### config.mk
export PLATFORM = sky130hd
export DESIGN_NAME = mem_access_unit_flat
export DESIGN_NICKNAME = d
export VERILOG_FILES = /design/src/rtl/mem_access_unit_if.sv /design/src/rtl/mem_access_unit.sv /design/src/flat_wrapper.sv
export SDC_FILE = /design/constraint.sdc
export NUM_CORES = 1
export LEC_CHECK = 0
export CAP_MARGIN = 20
export CORE_MARGIN = 5
export CORE_UTILIZATION = 50
export CTS_CLUSTER_DIAMETER = 80
export DETAILED_ROUTE_END_ITERATION = 8
export PLACE_DENSITY = 0.85
export SLEW_MARGIN = 15
export SYNTH_ARGS = -nofsm -noshare
export SYNTH_HDL_FRONTEND = slang
export SYNTH_SLANG_ARGS = --single-unit
### constraint.sdc
create_clock -name clk -period 5.2 [get_ports clk]
set_clock_uncertainty 0.2 [all_clocks]
set_input_delay 1.04 -clock clk [delete_from_list [all_inputs] [get_ports clk]]
set_output_delay 1.04 -clock clk [all_outputs]
set_load 0.02 [all_outputs]
### src/rtl/mem_access_unit_if.sv
// rtl/mem_access_unit_if.sv - request/response and data-memory bus bundle for mem_access_unit
//
// Ports (signals):
//   req_valid/req_ready/req_write/req_funct3/req_addr/req_wdata : pipeline request
//   resp_valid/resp_rdata/resp_misaligned                        : one-cycle response
//   mem_address/mem_write_data/mem_read/mem_write/mem_read_data  : data memory bus
// master = the access unit, slave = pipeline + memory side.
interface mem_access_unit_if #(
  parameter int ADDR_WIDTH = 32,
  parameter int DATA_WIDTH = 32
);
  logic                  req_valid;
  logic                  req_ready;
  logic                  req_write;
  logic [2:0]            req_funct3;
  logic [ADDR_WIDTH-1:0] req_addr;
  logic [DATA_WIDTH-1:0] req_wdata;
  logic                  resp_valid;
  logic [DATA_WIDTH-1:0] resp_rdata;
  logic                  resp_misaligned;
  logic [ADDR_WIDTH-1:0] mem_address;
  logic [DATA_WIDTH-1:0] mem_write_data;
  logic                  mem_read;
  logic                  mem_write;
  logic [DATA_WIDTH-1:0] mem_read_data;

  modport master (
    input  req_valid, req_write, req_funct3, req_addr, req_wdata, mem_read_data,
    output req_ready, resp_valid, resp_rdata, resp_misaligned,
           mem_address, mem_write_data, mem_read, mem_write
  );

  modport slave (
    output req_valid, req_write, req_funct3, req_addr, req_wdata, mem_read_data,
    input  req_ready, resp_valid, resp_rdata, resp_misaligned,
           mem_address, mem_write_data, mem_read, mem_write
  );
endinterface

### src/rtl/mem_access_unit.sv
// rtl/mem_access_unit.sv - MEM-stage load/store unit driving a word-wide data memory
//
// Ports:
//   clk   : clock, all state on rising edge
//   rst_n : asynchronous active-low reset
//   bus   : mem_access_unit_if.master (request, response and memory bus)
module mem_access_unit #(
  parameter int ADDR_WIDTH  = 32,
  parameter int DATA_WIDTH  = 32,
  parameter int WAIT_CYCLES = 1
) (
  input logic               clk,
  input logic               rst_n,
  mem_access_unit_if.master bus
);

  typedef enum logic [1:0] {IDLE, RD, WR, RESP} state_e;

  state_e                state_q, state_d;
  logic [ADDR_WIDTH-1:0] addr_q;
  logic [15:0]           wdata_lo_q;
  logic                  write_q;
  logic [2:0]            funct3_q;
  logic [3:0]            cnt_q;
  logic                  mis_q;
  // Holds the word to write (stores) or the extended load result (loads).
  logic [DATA_WIDTH-1:0] word_q;

  logic                  accept;
  logic                  fault;
  logic [7:0]            lane_b;
  logic [15:0]           lane_h;
  logic                  sx;
  logic [DATA_WIDTH-1:0] load_word;
  logic [DATA_WIDTH-1:0] merged;

  assign accept = (state_q == IDLE) && bus.req_valid;

  always_comb begin
    fault = 1'b0;
    case (bus.req_funct3)
      3'b000:  fault = 1'b0;
      3'b001:  fault = bus.req_addr[0];
      3'b010:  fault = |bus.req_addr[1:0];
      3'b100:  fault = bus.req_write;
      3'b101:  fault = bus.req_write | bus.req_addr[0];
      default: fault = 1'b1;
    endcase
  end

  // Big-endian lane order inside the word: lower address = more significant byte.
  always_comb begin
    lane_b = 8'h00;
    case (addr_q[1:0])
      2'd0: lane_b = bus.mem_read_data[31:24];
      2'd1: lane_b = bus.mem_read_data[23:16];
      2'd2: lane_b = bus.mem_read_data[15:8];
      2'd3: lane_b = bus.mem_read_data[7:0];
      default: lane_b = 8'h00;
    endcase
    lane_h = addr_q[1] ? bus.mem_read_data[15:0] : bus.mem_read_data[31:16];
    sx     = ~funct3_q[2];
    case (funct3_q[1:0])
      2'b00:   load_word = {{24{sx & lane_b[7]}}, lane_b};
      2'b01:   load_word = {{16{sx & lane_h[15]}}, lane_h};
      default: load_word = bus.mem_read_data;
    endcase
  end

  // Only SB and SH pass through RD as stores, so anything not SB is SH.
  always_comb begin
    merged = bus.mem_read_data;
    if (funct3_q[1:0] == 2'b00) begin
      case (addr_q[1:0])
        2'd0: merged[31:24] = wdata_lo_q[7:0];
        2'd1: merged[23:16] = wdata_lo_q[7:0];
        2'd2: merged[15:8]  = wdata_lo_q[7:0];
        2'd3: merged[7:0]   = wdata_lo_q[7:0];
        default: merged = bus.mem_read_data;
      endcase
    end else if (addr_q[1]) begin
      merged[15:0] = wdata_lo_q;
    end else begin
      merged[31:16] = wdata_lo_q;
    end
  end

  always_ff @(posedge clk or negedge rst_n) begin
    if (!rst_n) state_q <= IDLE;
    else        state_q <= state_d;
  end

  always_comb begin
    state_d = state_q;
    case (state_q)
      IDLE: begin
        if (bus.req_valid) begin
          if (fault)                                           state_d = RESP;
          else if (bus.req_write && bus.req_funct3 == 3'b010)  state_d = WR;
          else                                                 state_d = RD;
        end
      end
      RD:      if (cnt_q == 4'd0) state_d = write_q ? WR : RESP;
      WR:      state_d = RESP;
      RESP:    state_d = IDLE;
      default: state_d = IDLE;
    endcase
  end

  always_ff @(posedge clk or negedge rst_n) begin
    if (!rst_n) begin
      addr_q     <= '0;
      wdata_lo_q <= '0;
      write_q    <= 1'b0;
      funct3_q   <= '0;
      cnt_q      <= '0;
      mis_q      <= 1'b0;
      word_q     <= '0;
    end else if (accept) begin
      addr_q     <= bus.req_addr;
      wdata_lo_q <= bus.req_wdata[15:0];
      write_q    <= bus.req_write;
      funct3_q   <= bus.req_funct3;
      cnt_q      <= 4'(WAIT_CYCLES);
      mis_q      <= fault;
      word_q     <= bus.req_wdata;
    end else if (state_q == RD) begin
      if (cnt_q == 4'd0) word_q <= write_q ? merged : load_word;
      else               cnt_q  <= cnt_q - 4'd1;
    end
  end

  always_comb begin
    bus.req_ready       = 1'b0;
    bus.resp_valid      = 1'b0;
    bus.resp_rdata      = '0;
    bus.resp_misaligned = 1'b0;
    bus.mem_address     = '0;
    bus.mem_write_data  = '0;
    bus.mem_read        = 1'b0;
    bus.mem_write       = 1'b0;
    case (state_q)
      IDLE: bus.req_ready = rst_n;
      RD: begin
        bus.mem_read    = 1'b1;
        bus.mem_address = {addr_q[ADDR_WIDTH-1:2], 2'b00};
      end
      WR: begin
        bus.mem_write      = 1'b1;
        bus.mem_address    = {addr_q[ADDR_WIDTH-1:2], 2'b00};
        bus.mem_write_data = word_q;
      end
      RESP: begin
        bus.resp_valid      = 1'b1;
        bus.resp_misaligned = mis_q;
        bus.resp_rdata      = (write_q || mis_q) ? '0 : word_q;
      end
      default: bus.req_ready = 1'b0;
    endcase
  end

endmodule

### src/flat_wrapper.sv
// flat-port wrapper written by rule: the top's interface ports become plain ports
module mem_access_unit_flat 
#(
  parameter int ADDR_WIDTH  = 32,
  parameter int DATA_WIDTH  = 32,
  parameter int WAIT_CYCLES = 1
)
  (clk, rst_n, bus_req_valid, bus_req_write, bus_req_funct3, bus_req_addr, bus_req_wdata, bus_mem_read_data, bus_req_ready, bus_resp_valid, bus_resp_rdata, bus_resp_misaligned, bus_mem_address, bus_mem_write_data, bus_mem_read, bus_mem_write);
  mem_access_unit_if #(.ADDR_WIDTH(ADDR_WIDTH), .DATA_WIDTH(DATA_WIDTH)) bus_i ();
  input logic clk;
  input logic rst_n;
  input wire logic [$bits(bus_i.req_valid)-1:0] bus_req_valid;
  input wire logic [$bits(bus_i.req_write)-1:0] bus_req_write;
  input wire logic [$bits(bus_i.req_funct3)-1:0] bus_req_funct3;
  input wire logic [$bits(bus_i.req_addr)-1:0] bus_req_addr;
  input wire logic [$bits(bus_i.req_wdata)-1:0] bus_req_wdata;
  input wire logic [$bits(bus_i.mem_read_data)-1:0] bus_mem_read_data;
  output wire logic [$bits(bus_i.req_ready)-1:0] bus_req_ready;
  output wire logic [$bits(bus_i.resp_valid)-1:0] bus_resp_valid;
  output wire logic [$bits(bus_i.resp_rdata)-1:0] bus_resp_rdata;
  output wire logic [$bits(bus_i.resp_misaligned)-1:0] bus_resp_misaligned;
  output wire logic [$bits(bus_i.mem_address)-1:0] bus_mem_address;
  output wire logic [$bits(bus_i.mem_write_data)-1:0] bus_mem_write_data;
  output wire logic [$bits(bus_i.mem_read)-1:0] bus_mem_read;
  output wire logic [$bits(bus_i.mem_write)-1:0] bus_mem_write;
  assign bus_i.req_valid = bus_req_valid;
  assign bus_i.req_write = bus_req_write;
  assign bus_i.req_funct3 = bus_req_funct3;
  assign bus_i.req_addr = bus_req_addr;
  assign bus_i.req_wdata = bus_req_wdata;
  assign bus_i.mem_read_data = bus_mem_read_data;
  assign bus_req_ready = bus_i.req_ready;
  assign bus_resp_valid = bus_i.resp_valid;
  assign bus_resp_rdata = bus_i.resp_rdata;
  assign bus_resp_misaligned = bus_i.resp_misaligned;
  assign bus_mem_address = bus_i.mem_address;
  assign bus_mem_write_data = bus_i.mem_write_data;
  assign bus_mem_read = bus_i.mem_read;
  assign bus_mem_write = bus_i.mem_write;
  mem_access_unit #(.ADDR_WIDTH(ADDR_WIDTH), .DATA_WIDTH(DATA_WIDTH), .WAIT_CYCLES(WAIT_CYCLES)) u_core (.clk(clk), .rst_n(rst_n), .bus(bus_i));
endmodule
==> results of run 1 <==
-- cell families after synthesis --
| kind of cell | share of synthesized area (%) |
|---|---|
| buffers and inverters | 5.50 |
| multiplexers | 4.90 |
| AO/OA/AOI/OAI | 22.4 |
| other | 0.0622 |
| AND/OR/NAND/NOR | 27.7 |
| XOR/XNOR | 0.436 |
| adder cells (fa/ha/maj) | 1.24 |
| flip-flops | 37.8 |
-- metal layers --
layer / up-vias / share of wire [%]
met4: 0 / 3.5
met5: - / 0
met1: 3060 / 40
met2: 410 / 46
li1: 2867 / -
met3: 83 / 10
-- worst max-delay path by stage --
stage	end	cells past startpoint	startpoint	slack [ps]
3_5_place_dp	u_core.word_q[30]$_DFFE_PN0P_	6	bus_req_valid	1490
4_1_cts	bus_mem_write_data[7]	4	u_core.state_q[0]$_DFFE_PN0P_	1270
2_1_floorplan	bus_resp_rdata[10]	4	u_core.state_q[0]$_DFFE_PN0P_	2460
5_1_grt	bus_mem_address[20]	4	u_core.state_q[1]$_DFFE_PN0P_	1330
3_3_place_gp	bus_req_ready	3	rst_n	1630
6_report	bus_resp_rdata[7]	4	u_core.write_q$_DFFE_PN0P_	1460
-- synth_stat cells, types with 8 or more instances --
| cell | number |
|---|---|
| nand2_1 | 176 |
| and2_1 | 104 |
| dfrtp_1 | 91 |
| clkbuf_1 | 30 |
| a211oi_1 | 26 |
| a221oi_1 | 23 |
| o21ai_0 | 20 |
| o22ai_1 | 20 |
| buf_2 | 16 |
| inv_1 | 16 |
| mux2i_1 | 16 |
| nand3_1 | 16 |
| nor2_1 | 16 |
| o211ai_1 | 11 |
| o31ai_1 | 11 |
| mux2_2 | 10 |
| a22oi_1 | 9 |
| a21oi_1 | 8 |
| a22o_1 | 8 |
| buf_1 | 8 |
-- per-stage QoR --
step	worst slack, ps	area (um^2)	hold WS [ps]	util, %	total power (W)
floorplan	2460	6030	238	-	0.00338
global placement	1630	8020	251	67.3	0.00449
detailed placement	1490	8020	254	67.3	0.00457
CTS	1270	8320	270	69.8	0.00524
global route	1330	8330	294	69.9	0.00560
finish	1460	8330	266	69.9	0.00529
-- registers in the layout, summed over array words and instances, names as in the netlist --
| name | flops |
|---|---|
| u_core.addr_q | 32 |
| u_core.word_q | 32 |
| u_core.wdata_lo_q | 16 |
| u_core.cnt_q | 4 |
| u_core.funct3_q | 3 |
| u_core.state_q | 2 |
| u_core.mis_q | 1 |
| u_core.write_q | 1 |
-- cell type report --
class                   count  share of cell area, %
clock buffers              11                   2.91
clock inverters             5                  0.631
inverters                  17                  0.766
multi-input cells         556                   41.2
flip-flops and latches     91                   27.3
well taps                 147                   2.21
repair buffers            209                   24.9
-- worst register-to-register path, stage by stage (launching register included) --
cell,delay [ps]
dfrtp_1,760
buf_4,450
nor2_2,550
a31o_1,630
a211oi_1,110
o31ai_1,280
-- power breakdown --
| part | total [W] | internal, W | switching (W) | leakage [nW] |
|---|---|---|---|---|
| sequential | 0.00143 | 0.00104 | 0.000384 | 1.12 |
| combinational | 0.00320 | 0.00142 | 0.00178 | 2.30 |
| clock | 0.000664 | 0.000383 | 0.000280 | 0.145 |
| total | 0.00529 | 0.00284 | 0.00244 | 3.56 |
==> reports/results.ini, run 1 <==
[yosys]
synth_ff_type=dfrtp_1
synth_cell_type_count=64
synth_edf_count=0
ys_warn_count=0
yosysSeqAreaShare_pct=37.8
yosysTopAreaCellShare_pct=37.8
syn_area_um2=6030
synth-async-reset-ratio_pct=100
postSynthCellCount=722
synth-seq-cells=91
synth_area_leaders=dfrtp_1 (38%), nand2_1 (11%), and2_1 (11%)
synth_top_area_cell=dfrtp_1
syn_avg_cell_area_um2=8.35

[setup_path]
path_class=flip-flop to primary output
slowest_delay_ps=720
end_kind=primary output
r2r-start=u_core.funct3_q[1]$_DFFE_PN0P_
worstPathArrival_ps=2500
cp_top_family=buffers and inverters
slowest_stage=dfrtp_1
rr_worst_depth=5
required_ps=3960
reg2reg_slack_ps=2120
r2r-end=u_core.word_q[17]$_DFFE_PN0P_
crit_chain=nor3b_2 > buf_4 > and2_1 > clkdlybuf4s50_1
crit_fanout=32
worstSetupStartpointType=flip-flop
cp.buffers_inverters=2

[global_routing]
grt_use_met2_pct=48.4
grt_max_degree=64
first_global_vias=6355
grt_first_pass_wirelength_mm=34.2
busiest_layer=met2
groute.usage.overall_pct=29.8
use_met1_pct=38.2
grt_antenna_before_repair=0
overflow=0
use_met3_pct=7.21

[final_layout]
seq_area_um2=2280
drive_above_1_share_pct=5.62
antenna_cells=0
n_fill_cell=974
multi_input_area_um2=3430
fin_nets=993
layout_commonest_cell=clkdlybuf4s50_1
area_delta_synth_final_pct=38.2
fin_cells=1036
layout_common_cells=clkdlybuf4s50_1 (200), nand2_1 (175), and2_1 (103), dfrtp_1 (91), a211oi_1 (26)

[sta]
tightest_slew_ps=1020
hold_violations=0
relSlewSlack_pct=32.3
period_needed_ps=3740
fin_crit_sh_pct=72.0
setup_viol=0
fmax_ghz=0.267
tns_ps=0
slew_viol_final=0
rsz0062_at_grt=no

[die]
fp-row-count=40
initial_core_util_pct=50.6
dieHeight_um=120
ioPinCount=204
fp.dieW_um=120
core_area_um2=11900
die-area_um2=14400

[power]
ir_drop_mv=0.369
power_density_nw_per_um2=634
leakage_nw=3.56

[cts]
cts_setup_buffers=0
cts.sinks=91
htreeDepth=3
cts_tree=done
clk-insertion-delay-late_ps=350
cts_buffer_depth=2
cts_root_buffer=clkbuf_16
cts_buffers=9
hold_buffers=0
cts.reportedPaths.clkPinSlew_ps=60
cts-resized-gates=0

[min_path]
min_from=u_core.addr_q[23]$_DFFE_PN0P_
whs_path_depth=2
hold_path_end=u_core.addr_q[23]$_DFFE_PN0P_
hp-class=flip-flop to flip-flop

[detailed_routing]
routed_wl_mm=21.7
ant_nets=0
drt_iter0_drc=604
drc_errors=0
drt_first_pass_iters=5
via_count=6420
via_per_inst=6.20
drt-wirelength-per-cell_um=20.9

[status]
outcome=finished, final reports clean

[placement]
hpwlAfterDp_mm=15.3
port_buffers=201
place_congestion=0.972
place_inst=1019

[flow_run]
drv_cap=0

Power figures use the tool's default switching activity.
==> run 2, diff against run 1 <==
- CORE_UTILIZATION: 50 -> 47
- PLACE_DENSITY: 0.85 -> 0.8
- clock period: 5.2 -> 3.6 ns (I/O delays scaled with it)
==> run 2 against run 1 <==
Net effect:
- combinational power is 47% higher
- sequential share of layout area is 0.22 points lower
- non-clock buffer count is 9 higher
- worst hold slack worse by 7.3 ps
- via count is 2.4% lower
- clock-buffer cell count is 1 higher
- first-iteration DRC count is 3.8% higher
- critical endpoint is now bus_mem_address[28]
- register-to-register slack worse by 1300 ps
- routed wire length is 3.0% lower
- flip-flop and latch count stayed put
- worst setup slack worse by 1300 ps
==> reports/results.ini, run 2 (synthesized netlist as in run 1, its figures left out) <==
[cts]
cts.sinks=91  ; unchanged
hold_buffers=0  ; unchanged
htreeDepth=3  ; unchanged
cts_buffers=9  ; unchanged
clk-insertion-delay-late_ps=340  ; was 350 ps
cts_setup_buffers=0  ; unchanged
cts.reportedPaths.clkPinSlew_ps=70  ; was 60 ps
cts_buffer_depth=2  ; unchanged
cts_root_buffer=clkbuf_16  ; unchanged
cts_tree=done  ; unchanged
cts-resized-gates=0  ; unchanged

[global_routing]
grt_use_met2_pct=43.3  ; was 48.4%
grt_max_degree=54  ; was 64
use_met3_pct=6.72  ; was 7.21%
use_met1_pct=37.0  ; was 38.2%
grt_antenna_before_repair=0  ; unchanged
grt_first_pass_wirelength_mm=32.8  ; was 34.2 mm
busiest_layer=met2  ; unchanged
overflow=0  ; unchanged
groute.usage.overall_pct=27.4  ; was 29.8%
first_global_vias=6146  ; was 6355

[die]
die-area_um2=15200  ; was 14400 um^2
dieHeight_um=123  ; was 120 um
ioPinCount=204  ; unchanged
fp-row-count=41  ; was 40
initial_core_util_pct=47.8  ; was 50.6%
core_area_um2=12600  ; was 11900 um^2
fp.dieW_um=123  ; was 120 um

[final_layout]
fin_nets=1002  ; was 993
drive_above_1_share_pct=6.46  ; was 5.62%
area_delta_synth_final_pct=39.3  ; was 38.2%
fin_util_pct=66.6  ; was 69.9%
layout_common_cells=clkdlybuf4s50_1 (200), nand2_1 (175), and2_1 (103), dfrtp_1 (91), a211oi_1 (26)  ; unchanged
n_fill_cell=1091  ; was 974
layout_commonest_cell=clkdlybuf4s50_1  ; unchanged
antenna_cells=0  ; unchanged
top_regs=u_core.addr_q (32), u_core.word_q (32), u_core.wdata_lo_q (16)  ; unchanged

[sta]
fin_crit_sh_pct=94.7
slew_viol_final=0  ; unchanged
rsz0062_at_grt=no  ; unchanged
relSlewSlack_pct=33.5  ; was 32.3%
tightest_slew_ps=998  ; was 1020 ps
hold_violations=0  ; unchanged
fmax_ghz=0.293
period_needed_ps=3410
setup_viol=0  ; unchanged
tns_ps=0  ; unchanged

[setup_path]
path_depth=4  ; unchanged
cp.buffers_inverters=2  ; unchanged
slowest_stage=ha_1  ; was dfrtp_1
slowest_delay_ps=770  ; was 720 ps
required_ps=2680  ; was 3960 ps
crit_fanout=31  ; was 32
rr_worst_depth=6  ; was 5
cp_top_family=adder cells  ; was buffers and inverters
reg2reg_slack_ps=840  ; was 2120 ps
worstPathArrival_ps=2490  ; was 2500 ps
end_kind=primary output  ; unchanged
crit_chain=inv_1 > ha_1 > and2_1 > clkdlybuf4s50_1  ; was nor3b_2 > buf_4 > and2_1 > clkdlybuf4s50_1
worstSetupStartpointType=flip-flop  ; unchanged
path_class=flip-flop to primary output  ; unchanged

[min_path]
hp-class=input port to asynchronous set/reset pin  ; was flip-flop to flip-flop

[flow_run]
drv_cap=0  ; unchanged

[detailed_routing]
drt-wirelength-per-cell_um=19.7  ; was 20.9 um
drt_iter0_drc=627  ; was 604
drt_first_pass_iters=5  ; unchanged
routed_wl_mm=21.0  ; was 21.7 mm
ant_nets=0  ; unchanged
via_count=6268  ; was 6420
via_per_inst=5.86  ; was 6.20
drc_errors=0  ; unchanged

[power]
leakage_nw=3.59  ; was 3.56 nW
ir_drop_mv=0.467  ; was 0.369 mV
power_density_nw_per_um2=899  ; was 634 nW/um^2
power_w=0.00755  ; was 0.00529 W

[status]
outcome=finished, final reports clean  ; unchanged

[placement]
hpwlAfterDp_mm=15.4  ; was 15.3 mm
port_buffers=201  ; unchanged
place_congestion=0.960  ; was 0.972

[run 2: power by group]
group	switching [W]	total, W	internal (W)
Combinational	0.00262	0.00470	0.00208
Clock	0.000407	0.000894	0.000487
Sequential	0.000453	0.00196	0.00151
[run 2: through the flow]
stage	std cells	hold slack (ps)	cell area [um^2]	setup slack [ps]
after global routing	1070	289	8400	12.4
after detailed placement	1054	258	8130	532
after CTS	1070	274	8400	150
after global placement	1054	251	8130	595
final	1070	258	8400	190
after floorplan	723	224	6030	1180
[run 2: metal layers]
layer | routed length [um] | part of all wire (%) | up-vias
li1 | - | - | 2889
met1 | 8870 | 42 | 2993
met2 | 9500 | 45 | 347
met3 | 2140 | 10 | 39
met4 | 529 | 2.5 | 0
met5 | 0 | 0 | -
[run 2: path summary, 6_finish.rpt]
check,endpoint,startpoint
max in group asynchronous,u_core.funct3_q[2]$_DFFE_PN0P_,rst_n
min reg2reg,u_core.addr_q[17]$_DFFE_PN0P_,u_core.addr_q[17]$_DFFE_PN0P_
min in group clk,u_core.addr_q[17]$_DFFE_PN0P_,u_core.addr_q[17]$_DFFE_PN0P_
min,u_core.word_q[0]$_DFFE_PN0P_,rst_n
max,bus_mem_address[28],u_core.state_q[0]$_DFFE_PN0P_
max reg2reg,u_core.word_q[31]$_DFFE_PN0P_,u_core.state_q[1]$_DFFE_PN0P_
[run 2: final cells by class]
type | instances | area (um^2) | share of cell area, %
Inverter | 17 | 63.8 | 0.760
Multi-Input combinational cell | 556 | 3430 | 40.9
Sequential cell | 91 | 2280 | 27.1
Clock inverter | 4 | 26.3 | 0.313
Tap cell | 172 | 215 | 2.56
Clock buffer | 12 | 246 | 2.93
Timing Repair Buffer | 218 | 2140 | 25.4
